[config.mk]
export PLATFORM = sky130hd
export DESIGN_NAME = sdr_wr_sched
export DESIGN_NICKNAME = d
export VERILOG_FILES = /design/src/rtl/sdr_wr_sched.sv
export SDC_FILE = /design/constraint.sdc
export NUM_CORES = 1
export LEC_CHECK = 0
export ABC_AREA = 1
export BUFFER_PORTS_ARGS = -buffer_cell sky130_fd_sc_hd__clkbuf_2
export CORE_MARGIN = 2
export CORE_UTILIZATION = 40
export CTS_CLUSTER_DIAMETER = 120
export DETAILED_ROUTE_END_ITERATION = 16
export HOLD_SLACK_MARGIN = 0.06
export PLACE_DENSITY = 0.58
export SLEW_MARGIN = 5
export SYNTH_ARGS = -nofsm -noshare
export SYNTH_HDL_FRONTEND = slang
export SYNTH_SLANG_ARGS = --single-unit
[constraint.sdc]
create_clock -name clk -period 5.26 [get_ports clk]
set_input_delay 1.578 -clock clk [delete_from_list [all_inputs] [get_ports clk]]
set_output_delay 1.578 -clock clk [all_outputs]
set_load 0.02 [all_outputs]
[src/rtl/sdr_wr_sched.sv]
// Write-command scheduler in front of the SDRAM write stage: buffers user writes,
// issues one request per command and interleaves periodic auto-refresh.
module sdr_wr_sched #(
  parameter int DEPTH        = 4,
  parameter int AW           = 24,
  parameter int REF_INTERVAL = 1300
) (
  input  logic                     clk,
  input  logic                     rst,
  input  logic                     init_done,
  input  logic                     wr_valid,
  output logic                     wr_ready,
  input  logic [AW-1:0]            wr_addr,
  input  logic [15:0]              wr_data,
  output logic                     sdr_wr_req,
  output logic [1:0]               sdr_bank_addr,
  output logic [12:0]              sdr_row_addr,
  output logic [8:0]               sdr_col_addr,
  output logic [15:0]              sdr_wr_data,
  input  logic                     wr_exit,
  output logic                     ref_req,
  input  logic                     ref_done,
  output logic [$clog2(DEPTH):0]   fifo_count,
  output logic                     ref_overrun
);

  localparam int DATA_W = 16;
  localparam int PW     = $clog2(DEPTH);
  localparam int CW     = PW + 1;
  localparam int TW     = $clog2(REF_INTERVAL + 1);
  localparam int EW     = AW + DATA_W;

  typedef enum logic [2:0] {
    S_WAIT_INIT,
    S_IDLE,
    S_REQ,
    S_WAIT_WR,
    S_REF
  } state_t;

  state_t          state_q;
  logic [EW-1:0]   mem_q [DEPTH];
  logic [PW-1:0]   rd_ptr_q, wr_ptr_q;
  logic [CW-1:0]   count_q, count_d;
  logic [TW-1:0]   tmr_q, tmr_d;
  logic            ref_pend_q, ref_overrun_q;
  logic [1:0]      bank_q;
  logic [12:0]     row_q;
  logic [8:0]      col_q;
  logic [DATA_W-1:0] data_q;

  logic          full, empty, push, pop, wrap;
  logic [EW-1:0] head;
  logic [AW-1:0] head_addr;

  assign full      = (count_q == CW'(DEPTH));
  assign empty     = (count_q == '0);
  assign wr_ready  = (state_q != S_WAIT_INIT) && !full;
  assign push      = wr_valid && wr_ready;
  // The head stays buffered while its write is in flight; it leaves only on wr_exit.
  assign pop       = (state_q == S_WAIT_WR) && wr_exit;
  assign head      = mem_q[rd_ptr_q];
  assign head_addr = head[EW-1 -: AW];

  always_comb begin
    count_d = count_q;
    case ({push, pop})
      2'b10:   count_d = count_q + CW'(1);
      2'b01:   count_d = count_q - CW'(1);
      default: count_d = count_q;
    endcase
  end

  always_ff @(posedge clk) begin
    if (push) mem_q[wr_ptr_q] <= {wr_addr, wr_data};
  end

  always_ff @(posedge clk or posedge rst) begin
    if (rst) begin
      rd_ptr_q <= '0;
      wr_ptr_q <= '0;
      count_q  <= '0;
    end else begin
      if (push) wr_ptr_q <= wr_ptr_q + PW'(1);
      if (pop)  rd_ptr_q <= rd_ptr_q + PW'(1);
      count_q <= count_d;
    end
  end

  assign wrap = (state_q != S_WAIT_INIT) && (tmr_q == TW'(REF_INTERVAL - 1));

  always_comb begin
    tmr_d = tmr_q + TW'(1);
    if (state_q == S_WAIT_INIT || wrap) tmr_d = '0;
  end

  // A wrap coinciding with ref_done keeps the request pending for another round.
  always_ff @(posedge clk or posedge rst) begin
    if (rst) begin
      tmr_q         <= '0;
      ref_pend_q    <= 1'b0;
      ref_overrun_q <= 1'b0;
    end else begin
      tmr_q <= tmr_d;
      if (wrap) begin
        ref_pend_q <= 1'b1;
        if (ref_pend_q) ref_overrun_q <= 1'b1;
      end else if (state_q == S_REF && ref_done) begin
        ref_pend_q <= 1'b0;
      end
    end
  end

  always_ff @(posedge clk or posedge rst) begin
    if (rst) begin
      state_q <= S_WAIT_INIT;
      bank_q  <= '0;
      row_q   <= '0;
      col_q   <= '0;
      data_q  <= '0;
    end else begin
      case (state_q)
        S_WAIT_INIT: if (init_done) state_q <= S_IDLE;
        S_IDLE: begin
          if (ref_pend_q) begin
            state_q <= S_REF;
          end else if (!empty) begin
            state_q <= S_REQ;
            bank_q  <= head_addr[AW-1 -: 2];
            row_q   <= head_addr[AW-3 -: 13];
            col_q   <= head_addr[8:0];
            data_q  <= head[DATA_W-1:0];
          end
        end
        S_REQ:     state_q <= S_WAIT_WR;
        S_WAIT_WR: if (wr_exit)  state_q <= S_IDLE;
        S_REF:     if (ref_done) state_q <= S_IDLE;
        default:   state_q <= S_WAIT_INIT;
      endcase
    end
  end

  assign sdr_wr_req    = (state_q == S_REQ);
  assign ref_req       = (state_q == S_REF);
  assign sdr_bank_addr = bank_q;
  assign sdr_row_addr  = row_q;
  assign sdr_col_addr  = col_q;
  assign sdr_wr_data   = data_q;
  assign fifo_count    = count_q;
  assign ref_overrun   = ref_overrun_q;

endmodule

# After elaboration in Yosys (flattened, before gate mapping)
# Memories as Yosys holds them, arrays and structs flattened. A register that Yosys moved wholly into a read port is not among the register bits.
# Cells that the tools add are included.
# word_totals
ram_bits	160
word_cells	54
n_memories	1
inputBits	46
out_inout_bits	47
ff_bits	23
# op_classes
mux	12
eq_ne	12
n_reduce_logical	15
n_bitwise	2
n_addsub	5
# mem_list
memory	depth	word_bits	read_ports	rd_clocked_by_memory_dff	write_ports	line	source
mem_q	4	40	1	1	1	42	logic [EW-1:0] mem_q [DEPTH];
# ops
op	n
$mux W3	5
$pmux W3 S5	1
$add A11 B1 Y11 const B	1
$eq A11 B11 Y1 const B	1
$mux W11	1
$eq A3 B2 Y1 const B	2
$eq A3 B3 Y1 const B	2
$logic_not A3 Y1	2
$pmux W3 S2	1
$logic_and A1 B1 Y1	5
$add A2 B1 Y2 const B	2
$mux W1	4
$ne A2 B2 Y1 const B	2
$reduce_and A4 Y1	1
$reduce_bool A2 Y1	2
$add A3 B1 Y3 const B	1
$eq A3 B1 Y1 const B	1
$ne A3 B3 Y1 const B	1
$reduce_and A3 Y1	1
$reduce_bool A3 Y1	1
$sub A3 B1 Y3 const B	1
$eq A2 B1 Y1 const B	1
$eq A2 B2 Y1 const B	1
$ne A2 B1 Y1 const B	1
4 further kinds	5

# Longest topological paths before layout
# Gate-level depths: netlist of run 1.
# depth
word_depth	6
mapped_depth	12
mapped_depth_nobuf	11

# Worst setup path after synthesis of run 1
# OpenSTA, ideal clock, no wires.
# synth_timing
kind	input to register
startpoint	input wr_valid
endpoint	memory mem_q[0][0] (netlist bit) (enable)
t_arrival_ps	3342
setup_time_ps	437
setup_slack_ps	1481
t_required_ps	4823
cell_stages	2
path_buffers	0
path_cell_list	nand2_4 -> nor2_1
# synth_via
elab_chain_len	3
# synth_lines
element	line	source
from (decl)	11	input logic wr_valid,
$logic_and A1 B1 Y1	59	assign push = wr_valid && wr_ready;
$mux W1	75	if (push) mem_q[wr_ptr_q] <= {wr_addr, wr_data};
$mux W1 (not written as such)	75	
to (decl)	42	
# Every way passes these cells.

# Worst setup path after layout of run 1
# layout_timing
startpoint	register state_q[0]
endpoint	output wr_ready
# layout_via
elab_chain_len	2
# layout_lines
element	line	source
from (decl)	41	state_t state_q;
from (signal assigned)	116	state_q <= S_WAIT_INIT;
from (signal assigned)	123	S_WAIT_INIT: if (init_done) state_q <= S_IDLE;
from (signal assigned)	126	state_q <= S_REF;
$reduce_bool A3 Y1	58	assign wr_ready = (state_q != S_WAIT_INIT) && !full;
$logic_and A1 B1 Y1	58	
to (decl)	12	output logic wr_ready,
# Every way passes these cells.

==> results.txt, run 1 <==
power density cells -> 596 nW/um^2
share of synthesized area occupied by flip-flops and latches -> 71.2%
die width -> 154 um
CTS tree -> built
# hold bufs at CTS -> 0
number of DRC markers in iteration 0 -> 310
commonest non-fill, non-tap cell in the layout -> edfxtp_1
total of max-cap violations -> 0
number of CTS-inserted buffers -> 24
Achievable Freq -> 322 MHz
reg-to-reg slack, setup -> 2.87 ns
total of buffers placed on input and output ports -> 92
total length of routed wires -> 18,600 um
total of warnings raised by yosys -> 0
unrepaired setup endpoints after global routing -> false
shortest period the worst path allows -> 3.10 ns
Max Slew Vio Count -> 0
relative slew slack -> 29.9%
average footprint of a synthesized cell -> 11.7 sq um
clock skew -> 0.0104 ns
unique cell type count in the Yosys netlist -> 29
post-placement cell area -> 9610 sq um
Detailed Routing Iterations Pass 1 -> 4
synthesis-to-finish area growth -> 15.8%
endpoints failing hold -> 0
commonest cells after routing, fill and taps aside -> 160 x edfxtp_1, 143 x nor2_1, 116 x o21ai_0, 108 x nand2_1, 92 x clkbuf_2
global placement routability congestion -> 0.761
sequential group share of total power -> 40.4%
share of the clock period used by the worst path after layout -> 59.0%
startpoint type of the worst setup path -> flip-flop
Post-Synthesis Net Count -> 817
total number of H-tree levels -> 1
total half-perimeter wirelength after legalization and detailed placement -> 10,600 um
portion of total power attributed to combinational logic -> 33.5%
source-to-sink clock delay at the later pin of the worst-skew pair -> 0.51 ns
cell area after synthesis -> 8960 sq um
cell chosen for the clock root -> clkbuf_16
Internal -> 3.87 mW
Switching Power -> 2.31 mW
result of the run -> completed
Leakage -> 4.11 nW
via count of the first global-routing pass -> 5,548
initial core utilization -> 40.9%
number of design rule violations left after detail routing -> 0
Min-Delay Startpoint -> ref_overrun
final setup TNS -> 0 ns
number of vias after detailed routing -> 5,717
count of fill cells added during filler insertion -> 2,003
number of top-level pins -> 93
mean number of vias per cell -> 4.98
standard-cell rows -> 54
crit path DAT -> 1.52 ns
switching share of total power -> 37.3%
number of nets in the layout -> 904
clock slew at the register clock pins of the worst setup and hold paths -> 0.06 ns
highest fanout seen on the critical path -> 7
worst hold path class -> reg -> reg
area of the placeable core -> 21,900 sq um
number of storage elements in the synthesis netlist -> 223
Overflow after GRT -> 0
Chip Height -> 154 um
Post-CTS Setup Inserts -> 0
pin count of the biggest net entering global routing -> 83
kind of end point of the critical path -> primary output
r2r worst-path depth -> 4
Setup CP Type -> reg -> out
Final setup violation count -> 0
endpoint of the lowest-slack register-to-register path -> sdr_wr_data[13]
number of resized instances in the post-cts repair step -> 0
actual slew at the worst max-slew pin -> 1.05 ns
number of buffers on the longest clock path -> 3
capture endpoint of the worst hold path -> ref_overrun
remaining antenna violation count -> 0
cell area after layout -> 10,400 sq um
clock network fraction of design power -> 26.1%
overall die area -> 23,600 sq um
Max VDD drop -> 0.244 mV
synthesized instance count -> 764
data required time at the worst endpoint -> 3.68 ns
WL/cell -> 16.2 um
wire length of the first global-routing pass -> 29,400 um
RR Startpoint -> state_q[0]
Diodes inserted -> 0
fraction of layout instances using a drive strength above 1 -> 18.4%
count of cells along the worst hold path -> 2
antenna violations before repair -> 0
clock sink total -> 223
combined global-route utilization of all metal layers -> 15.4%
[worst max-delay path by stage]
stage	startpoint	to	slack (ns)	cells after the start
final	state_q[0]	wr_ready	2.16	5
after global routing	state_q[0]	wr_ready	2.09	5
after CTS	state_q[0]	wr_ready	2.15	5
after detailed placement	wr_valid	mem_q[3][18]	1.96	4
after global placement	wr_valid	mem_q[3][17]	1.97	4
after floorplan	wr_valid	mem_q[0][0]	1.48	2
[cells in the mapped netlist]
cell type  number  share of area (%)
dfrtp_1        63                 18
nor2_4          3               0.38
o21ai_1        50                2.8
a21oi_1         2               0.11
edfxtp_1      160                 54
o21ai_0       116                6.5
inv_1          28                1.2
clkbuf_1        2              0.084
nand2_1       108                4.5
nand3_2         2               0.22
inv_2           3               0.13
xor2_1          8               0.78
clkbuf_2       12               0.67
nand3_1         9               0.50
ha_1            6               0.84
nand3b_1        1              0.084
nand3b_4        1               0.22
buf_2           9               0.50
o22ai_1         1              0.070
nand2_2         3               0.21
a21o_1          1              0.084
nor2_2          3               0.21
nand4_1         4               0.28
buf_6           5               0.63
buf_4          12                1.0
fa_1            1               0.22
xnor2_1         3               0.29
nor2_1        147                6.2
nand2_4         1               0.13
[stage by stage]
step / std cells / setup WS [ns] / util (%) / hold slack [ns] / power [mW]
final: 1149 / 2.16 / 47.4 / 0.475 / 6.18
after detailed placement: 1105 / 1.96 / 43.9 / 0.472 / 4.64
after global placement: 1105 / 1.97 / 43.9 / 0.452 / 4.61
after CTS: 1149 / 2.15 / 47.4 / 0.487 / 6.26
after global routing: 1149 / 2.09 / 47.4 / 0.516 / 6.60
after floorplan: 764 / 1.48 / - / 0.451 / 4.08
[cells by family after synthesis]
kind of cell / after synthesis / share of synthesized area [%]
compound gates: 170 / 9.54
xor+xnor: 11 / 1.08
fa+ha+maj: 7 / 1.06
buf+inv: 71 / 4.19
flops: 223 / 71.2
simple gates: 282 / 12.9
[power by group through the flow]
stage	Sequential [mW]	Combinational [mW]	Clock (mW)
4_1_cts	2.50	2.11	1.65
3_5_place_dp	2.53	2.11	0
3_3_place_gp	2.53	2.09	0
5_1_grt	2.54	2.34	1.71
6_report	2.50	2.07	1.61
2_1_floorplan	2.70	1.38	0
[area by class of cell]
class / instances / area, sq um / area share, %
sequential: 223 / 6380 / 61.5
timing repair buffer: 101 / 528 / 5.09
clock buffer: 33 / 676 / 6.51
inverter: 31 / 118 / 1.13
tap: 280 / 350 / 3.38
clock inverter: 11 / 87.6 / 0.844
multi-input combinational: 470 / 2230 / 21.5
[routing by layer]
layer,up-vias,global-route usage [%],part of all wire (%),wire [um]
met5,-,0,0,0
met4,0,4.63,2.2,416
met3,33,2.17,4.0,747
met2,131,24.3,45,8380
met1,2766,22.4,49,9030
li1,2787,-,-,-
[worst max-delay path, cell delays in order, from the launching register on]
cell and delay, ns:
dfrtp_1 0.48, nor2_4 0.18, nand2_2 0.09, nand2_2 0.08, inv_2 0.05, clkbuf_2 0.14
[sequential cells by signal, summed over array words and instances (netlist names)]
name           cells
fifo_count         3
mem_q            160
rd_ptr_q           2
ref_overrun        1
ref_pend_q         1
sdr_bank_addr      2
sdr_col_addr       9
sdr_row_addr      13
sdr_wr_data       16
state_q            3
tmr_q             11
wr_ptr_q           2
(Power assumes the default switching activity.)
==> run 2, diff against run 1 <==
Settings changed: PLACE_DENSITY 0.58 to 0.6.
Clock period 5.26 ns to 2.75 ns, I/O delays scaled along.
==> run 2 against run 1 <==
Compared with the run above: count of clock-buffer cells in the layout up 1; sequential share of layout area down 1.4 points; final cell count up 0.96%; design area up 2.3%; clock skew up 0.0046 ns; combinational power up 93%; largest cell class unchanged; largest power group unchanged.
==> results.txt, run 2 (synthesis results as in run 1) <==
total of max-cap violations -> 0 (unchanged)
post-placement worst setup slack -> 0.488 ns (was 1.96 ns)
r2r worst-path depth -> 11 (was 4)
highest fanout seen on the critical path -> 7 (unchanged)
multi-input gate area in the final layout -> 2230 sq um (unchanged)
clock network fraction of design power -> 28.6% (was 26.1%)
Chip Height -> 154 um (unchanged)
sequence of cells on the critical path -> nor2_4, nand2_2, nand2_2, inv_2, clkbuf_2 (unchanged)
wire length of the first global-routing pass -> 29,800 um (was 29,400 um)
cell chosen for the clock root -> clkbuf_16 (unchanged)
cell type of the slowest stage on the worst timing path -> dfrtp_1 (unchanged)
fraction of layout instances using a drive strength above 1 -> 19.5% (was 18.4%)
Leakage -> 4.24 nW (was 4.11 nW)
data required time at the worst endpoint -> 1.93 ns (was 3.68 ns)
relative slew slack -> 25.3% (was 29.9%)
Max Slew Vio Count -> 0 (unchanged)
number of DRC markers in iteration 0 -> 422 (was 310)
# hold bufs at CTS -> 0 (unchanged)
number of vias after detailed routing -> 5,700 (was 5,717)
Seq. cell area -> 6380 sq um (unchanged)
shortest period the worst path allows -> 2.34 ns
count of fill cells added during filler insertion -> 1,992 (was 2,003)
final worst setup slack -> 0.411 ns (was 2.16 ns)
kind of end point of the critical path -> primary output (unchanged)
crit path capture -> wr_ready (unchanged)
number of design rule violations left after detail routing -> 0 (unchanged)
reg-to-reg slack, setup -> 0.57 ns (was 2.87 ns)
combined global-route utilization of all metal layers -> 15.9% (was 15.4%)
antenna violations before repair -> 1 (was 0)
commonest non-fill, non-tap cell in the layout -> edfxtp_1 (unchanged)
Internal -> 8.00 mW (was 3.87 mW)
Max VDD drop -> 0.519 mV (was 0.244 mV)
synthesis-to-finish area growth -> 18.4% (was 15.8%)
standard-cell rows -> 54 (unchanged)
number of top-level pins -> 93 (unchanged)
max FFs per register -> 160 (unchanged)
number of nets in the layout -> 915 (was 904)
die width -> 154 um (unchanged)
Post-CTS Setup Inserts -> 0 (unchanged)
commonest cells after routing, fill and taps aside -> 160 x edfxtp_1, 143 x nor2_1, 116 x o21ai_0, 108 x nand2_1, 92 x clkbuf_2 (unchanged)
total number of H-tree levels -> 1 (unchanged)
RR Startpoint -> state_q[0] (unchanged)
endpoint of the lowest-slack register-to-register path -> fifo_count[2] (was sdr_wr_data[13])
area of the placeable core -> 21,900 sq um (unchanged)
final setup TNS -> 0 ns (unchanged)
Final setup violation count -> 0 (unchanged)
largest register by flop count -> mem_q (unchanged)
total length of routed wires -> 18,600 um (about the same)
source-to-sink clock delay at the later pin of the worst-skew pair -> 0.51 ns (about the same)
portion of total power attributed to combinational logic -> 32.2% (was 33.5%)
number of buffers on the longest clock path -> 3 (unchanged)
switching share of total power -> 35.6% (was 37.3%)
worst hold path class -> in -> async (was reg -> reg)
Switching Power -> 4.42 mW (was 2.31 mW)
clock skew -> 0.0150 ns (was 0.0104 ns)
smallest hold slack -> 0.247 ns (was 0.475 ns)
global placement routability congestion -> 0.738 (was 0.761)
unrepaired setup endpoints after global routing -> false (unchanged)
Post-Place Cells -> 1,116 (was 1,105)
Worst path most repeated cell -> nand2_2 (unchanged)
crit path DAT -> 1.51 ns (was 1.52 ns)
total half-perimeter wirelength after legalization and detailed placement -> 11,000 um (was 10,600 um)
Overflow after GRT -> 0 (unchanged)
Diodes inserted -> 0 (unchanged)
endpoints failing hold -> 0 (unchanged)
number of resized instances in the post-cts repair step -> 0 (unchanged)
number of CTS-inserted buffers -> 24 (unchanged)
Detailed Routing Iterations Pass 1 -> 4 (unchanged)
post-placement cell area -> 9720 sq um (was 9610 sq um)
pin count of the biggest net entering global routing -> 51 (was 83)
WL/cell -> 16.0 um (was 16.2 um)
via count of the first global-routing pass -> 5,584 (was 5,548)
share of the clock period used by the worst path after layout -> 85.1%
remaining antenna violation count -> 0 (unchanged)
sequential group share of total power -> 39.2% (was 40.4%)
Setup CP Type -> reg -> out (unchanged)
CTS tree -> built (unchanged)
filler-free cell count of the finished design -> 1,160 (was 1,149)
Achievable Freq -> 428 MHz
total of buffers placed on input and output ports -> 92 (unchanged)
utilization after layout -> 48.5% (was 47.4%)
overall die area -> 23,600 sq um (unchanged)
largest incremental delay on the critical path -> 0.48 ns (about the same)
startpoint type of the worst setup path -> flip-flop (unchanged)
clock slew at the register clock pins of the worst setup and hold paths -> 0.06 ns (about the same)
actual slew at the worst max-slew pin -> 1.12 ns (was 1.05 ns)
Setup crit start -> state_q[0] (unchanged)
cell area after layout -> 10,600 sq um (was 10,400 sq um)
clock sink total -> 223 (unchanged)
power density cells -> 1170 nW/um^2 (was 596 nW/um^2)
mean number of vias per cell -> 4.91 (was 4.98)
initial core utilization -> 40.9% (unchanged)
result of the run -> completed (unchanged)
PnR Total Power -> 12.4 mW (was 6.18 mW)
-- run 2: cell types whose count changed in the layout (fill, tap and decap cells not counted), sizes merged --
cell,previous run,this run
clkinv,10,5
buf,9,20
clkbuf,125,126
clkinvlp,1,0
bufinv,1,6
-- run 2: how the worst min path moves through the flow --
stage,from,end,slack [ns],cells past startpoint
finish,rst,tmr_q[7],0.25,2
global route,rst,tmr_q[7],0.26,2
CTS,rst,tmr_q[7],0.24,2
detailed placement,ref_overrun,ref_overrun,0.46,2
global placement,ref_overrun,ref_overrun,0.46,2
floorplan,tmr_q[0],tmr_q[0],0.45,1
-- run 2: critical path, delay by kind of cell (launching register included) --
family,cells,cell delay [ns]
flip-flops,1,0.48
AND/OR/NAND/NOR,3,0.35
buffers and inverters,2,0.19
-- run 2: cell type report --
| cell class | instances | share of cell area, % |
|---|---|---|
| Clock buffer | 34 | 6.50 |
| Inverter | 31 | 1.11 |
| Clock inverter | 10 | 1.91 |
| Multi-Input combinational cell | 470 | 21.0 |
| Timing Repair Buffer | 112 | 5.99 |
| Tap cell | 280 | 3.30 |
| Sequential cell | 223 | 60.2 |
-- run 2: routing by layer --
metal	vias up	global-route usage, %	wire length [um]
met4	0	3.84	275
li1	2811	-	-
met5	-	0	0
met3	23	2.76	962
met2	127	26.6	8800
met1	2739	21.7	8530
-- run 2: power groups by stage --
stage	combinational (mW)	sequential (mW)	clock, mW
after detailed placement	4.06	4.93	0
after floorplan	2.63	5.16	0
after CTS	4.08	4.88	3.64
after global routing	4.54	4.97	3.77
after global placement	4.01	4.92	0
final	3.99	4.87	3.55
==> run 3, diff against run 2 <==
Settings changed: CORE_ASPECT_RATIO set to 1.25.
==> run 3 against run 2 <==
Compared with the run above: combinational power about the same; global-route usage grew 0.19 points; setup slack better by 0.0022 ns; power fell by 3.5%; clock power decreased by 12%.
==> results.txt, run 3 (synthesis results as in run 1) <==
total half-perimeter wirelength after legalization and detailed placement -> 11,100 um (was 11,000 um)
Diodes inserted -> 0 (unchanged)
CTS tree -> built (unchanged)
max FFs per register -> 160 (unchanged)
kind of end point of the critical path -> primary output (unchanged)
filler-free cell count of the finished design -> 1,156 (was 1,160)
worst hold path class -> in -> async (unchanged)
total number of H-tree levels -> 1 (unchanged)
crit path DAT -> 1.51 ns (about the same)
combined global-route utilization of all metal layers -> 16.1% (was 15.9%)
result of the run -> completed (unchanged)
Overflow after GRT -> 0 (unchanged)
total of buffers placed on input and output ports -> 92 (unchanged)
data required time at the worst endpoint -> 1.93 ns (about the same)
unrepaired setup endpoints after global routing -> false (unchanged)
Setup crit start -> state_q[0] (unchanged)
Post-Place Cells -> 1,115 (was 1,116)
highest fanout seen on the critical path -> 7 (unchanged)
cell chosen for the clock root -> clkbuf_16 (unchanged)
smallest hold slack -> 0.423 ns (was 0.247 ns)
standard-cell rows -> 61 (was 54)
antenna violations before repair -> 0 (was 1)
clock sink total -> 223 (unchanged)
source-to-sink clock delay at the later pin of the worst-skew pair -> 0.50 ns (was 0.51 ns)
startpoint type of the worst setup path -> flip-flop (unchanged)
actual slew at the worst max-slew pin -> 1.05 ns (was 1.12 ns)
count of buffering cells on the critical path with inverters included -> 2 (unchanged)
number of buffers on the longest clock path -> 3 (unchanged)
cell area after layout -> 10,500 sq um (was 10,600 sq um)
number of top-level pins -> 93 (unchanged)
Max Slew Vio Count -> 0 (unchanged)
clock network fraction of design power -> 26.1% (was 28.6%)
crit path capture -> wr_ready (unchanged)
Switching Power -> 4.41 mW (was 4.42 mW)
sequential group share of total power -> 40.5% (was 39.2%)
largest incremental delay on the critical path -> 0.48 ns (about the same)
number of vias after detailed routing -> 5,745 (was 5,700)
post-placement cell area -> 9710 sq um (was 9720 sq um)
remaining antenna violation count -> 0 (unchanged)
portion of total power attributed to combinational logic -> 33.4% (was 32.2%)
kind of cell adding the most delay to the critical path -> flip-flops (unchanged)
WL/cell -> 16.3 um (was 16.0 um)
count of fill cells added during filler insertion -> 1,996 (was 1,992)
commonest cells after routing, fill and taps aside -> 160 x edfxtp_1, 143 x nor2_1, 116 x o21ai_0, 108 x nand2_1, 92 x clkbuf_2 (unchanged)
RR Startpoint -> state_q[0] (unchanged)
power density cells -> 1140 nW/um^2 (was 1170 nW/um^2)
endpoint of the lowest-slack register-to-register path -> fifo_count[2] (unchanged)
Max VDD drop -> 0.957 mV (was 0.519 mV)
Worst path most repeated cell -> nand2_2 (unchanged)
total of max-cap violations -> 0 (unchanged)
switching share of total power -> 36.8% (was 35.6%)
pin count of the biggest net entering global routing -> 81 (was 51)
number of nets in the layout -> 910 (was 915)
synthesis-to-finish area growth -> 16.8% (was 18.4%)
overall die area -> 23,600 sq um (about the same)
mean number of vias per cell -> 4.97 (was 4.91)
area of the placeable core -> 22,100 sq um (was 21,900 sq um)
wire length of the first global-routing pass -> 29,500 um (was 29,800 um)
Internal -> 7.57 mW (was 8.00 mW)
via count of the first global-routing pass -> 5,706 (was 5,584)
number of CTS-inserted buffers -> 23 (was 24)
r2r worst-path depth -> 11 (unchanged)
number of resized instances in the post-cts repair step -> 0 (unchanged)
Setup CP Type -> reg -> out (unchanged)
endpoints failing hold -> 0 (unchanged)
cell type of the slowest stage on the worst timing path -> dfrtp_1 (unchanged)
relative slew slack -> 30.2% (was 25.3%)
initial core utilization -> 40.5% (was 40.9%)
total number of cells along the worst setup path -> 5 (unchanged)
Detailed Routing Iterations Pass 1 -> 5 (was 4)
clock skew -> 0.0121 ns (was 0.0150 ns)
total length of routed wires -> 18,900 um (was 18,600 um)
reg-to-reg slack, setup -> 0.57 ns (about the same)
Achievable Freq -> 428 MHz (about the same)
die width -> 138 um (was 154 um)
Post-CTS Setup Inserts -> 0 (unchanged)
# hold bufs at CTS -> 0 (unchanged)
largest register by flop count -> mem_q (unchanged)
PnR Total Power -> 12.0 mW (was 12.4 mW)
global placement routability congestion -> 0.734 (was 0.738)
number of design rule violations left after detail routing -> 0 (unchanged)
sequence of cells on the critical path -> nor2_4, nand2_2, nand2_2, inv_2, clkbuf_2 (unchanged)
commonest non-fill, non-tap cell in the layout -> edfxtp_1 (unchanged)
clock slew at the register clock pins of the worst setup and hold paths -> 0.06 ns (about the same)
Chip Height -> 171 um (was 154 um)
Leakage -> 4.16 nW (was 4.24 nW)
fraction of layout instances using a drive strength above 1 -> 18.9% (was 19.5%)
number of DRC markers in iteration 0 -> 364 (was 422)
Final setup violation count -> 0 (unchanged)
share of the clock period used by the worst path after layout -> 85.0% (was 85.1%)
shortest period the worst path allows -> 2.34 ns (about the same)
[run 3: changes by cell type in the layout (fill, tap and decap cells not counted)]
cell,previous run,this run
buf_4,18,13
bufinv_16,6,3
clkbuf_1,6,3
clkinv_1,1,4
clkbuf_16,25,23
clkinv_2,3,5
buf_12,2,3
clkinv_4,1,0
inv_6,0,1
[run 3: how the worst min path moves through the flow]
stage | start | end | depth (start not counted)
floorplan | tmr_q[0] | tmr_q[0] | 1
global placement | ref_overrun | ref_overrun | 2
detailed placement | ref_overrun | ref_overrun | 2
CTS | rst | ref_overrun | 2
global route | rst | sdr_bank_addr[0] | 2
finish | rst | sdr_bank_addr[0] | 2
[run 3: power groups by stage]
stage / Sequential [mW] / Combinational (mW) / Clock (mW)
after detailed placement: 4.92 / 4.09 / 0
final: 4.85 / 4.00 / 3.13
after floorplan: 5.16 / 2.63 / 0
after global placement: 4.89 / 4.02 / 0
after CTS: 4.85 / 4.11 / 3.20
after global routing: 4.93 / 4.56 / 3.32
[run 3: final cells by class]
class                           count  area, sq um  area share, %
Clock buffer                       29          628           6.00
Clock inverter                     12          134           1.28
Inverter                           31          118           1.12
Multi-Input combinational cell    470         2230           21.3
Sequential cell                   223         6380           61.0
Tap cell                          283          354           3.38
Timing Repair Buffer              108          618           5.90
[run 3: layer usage]
layer	global-route usage, %	vias up	share of wire, %
met3	2.51	31	4.3
met5	0	-	0
li1	-	2799	-
met4	4.61	0	2.1
met1	20.8	2804	44
met2	27.8	111	50
[run 3: stage by stage]
step	setup TNS, ns	setup slack, ns	util [%]
6_report	0	0.413	47.3
5_1_grt	0	0.311	47.3
4_1_cts	0	0.386	47.3
3_5_place_dp	0	0.486	43.9
3_3_place_gp	0	0.486	43.9
2_1_floorplan	-46.44	-0.290	-
[run 3: worst register-to-register path: cells and delay by family (launching register included)]
family / cells / cell delay [ns]
buffers and inverters: 2 / 0.11
AO/OA/AOI/OAI: 2 / 0.25
flip-flops: 1 / 0.48
adder cells (fa/ha/maj): 2 / 0.56
XOR/XNOR: 1 / 0.15
AND/OR/NAND/NOR: 4 / 0.53
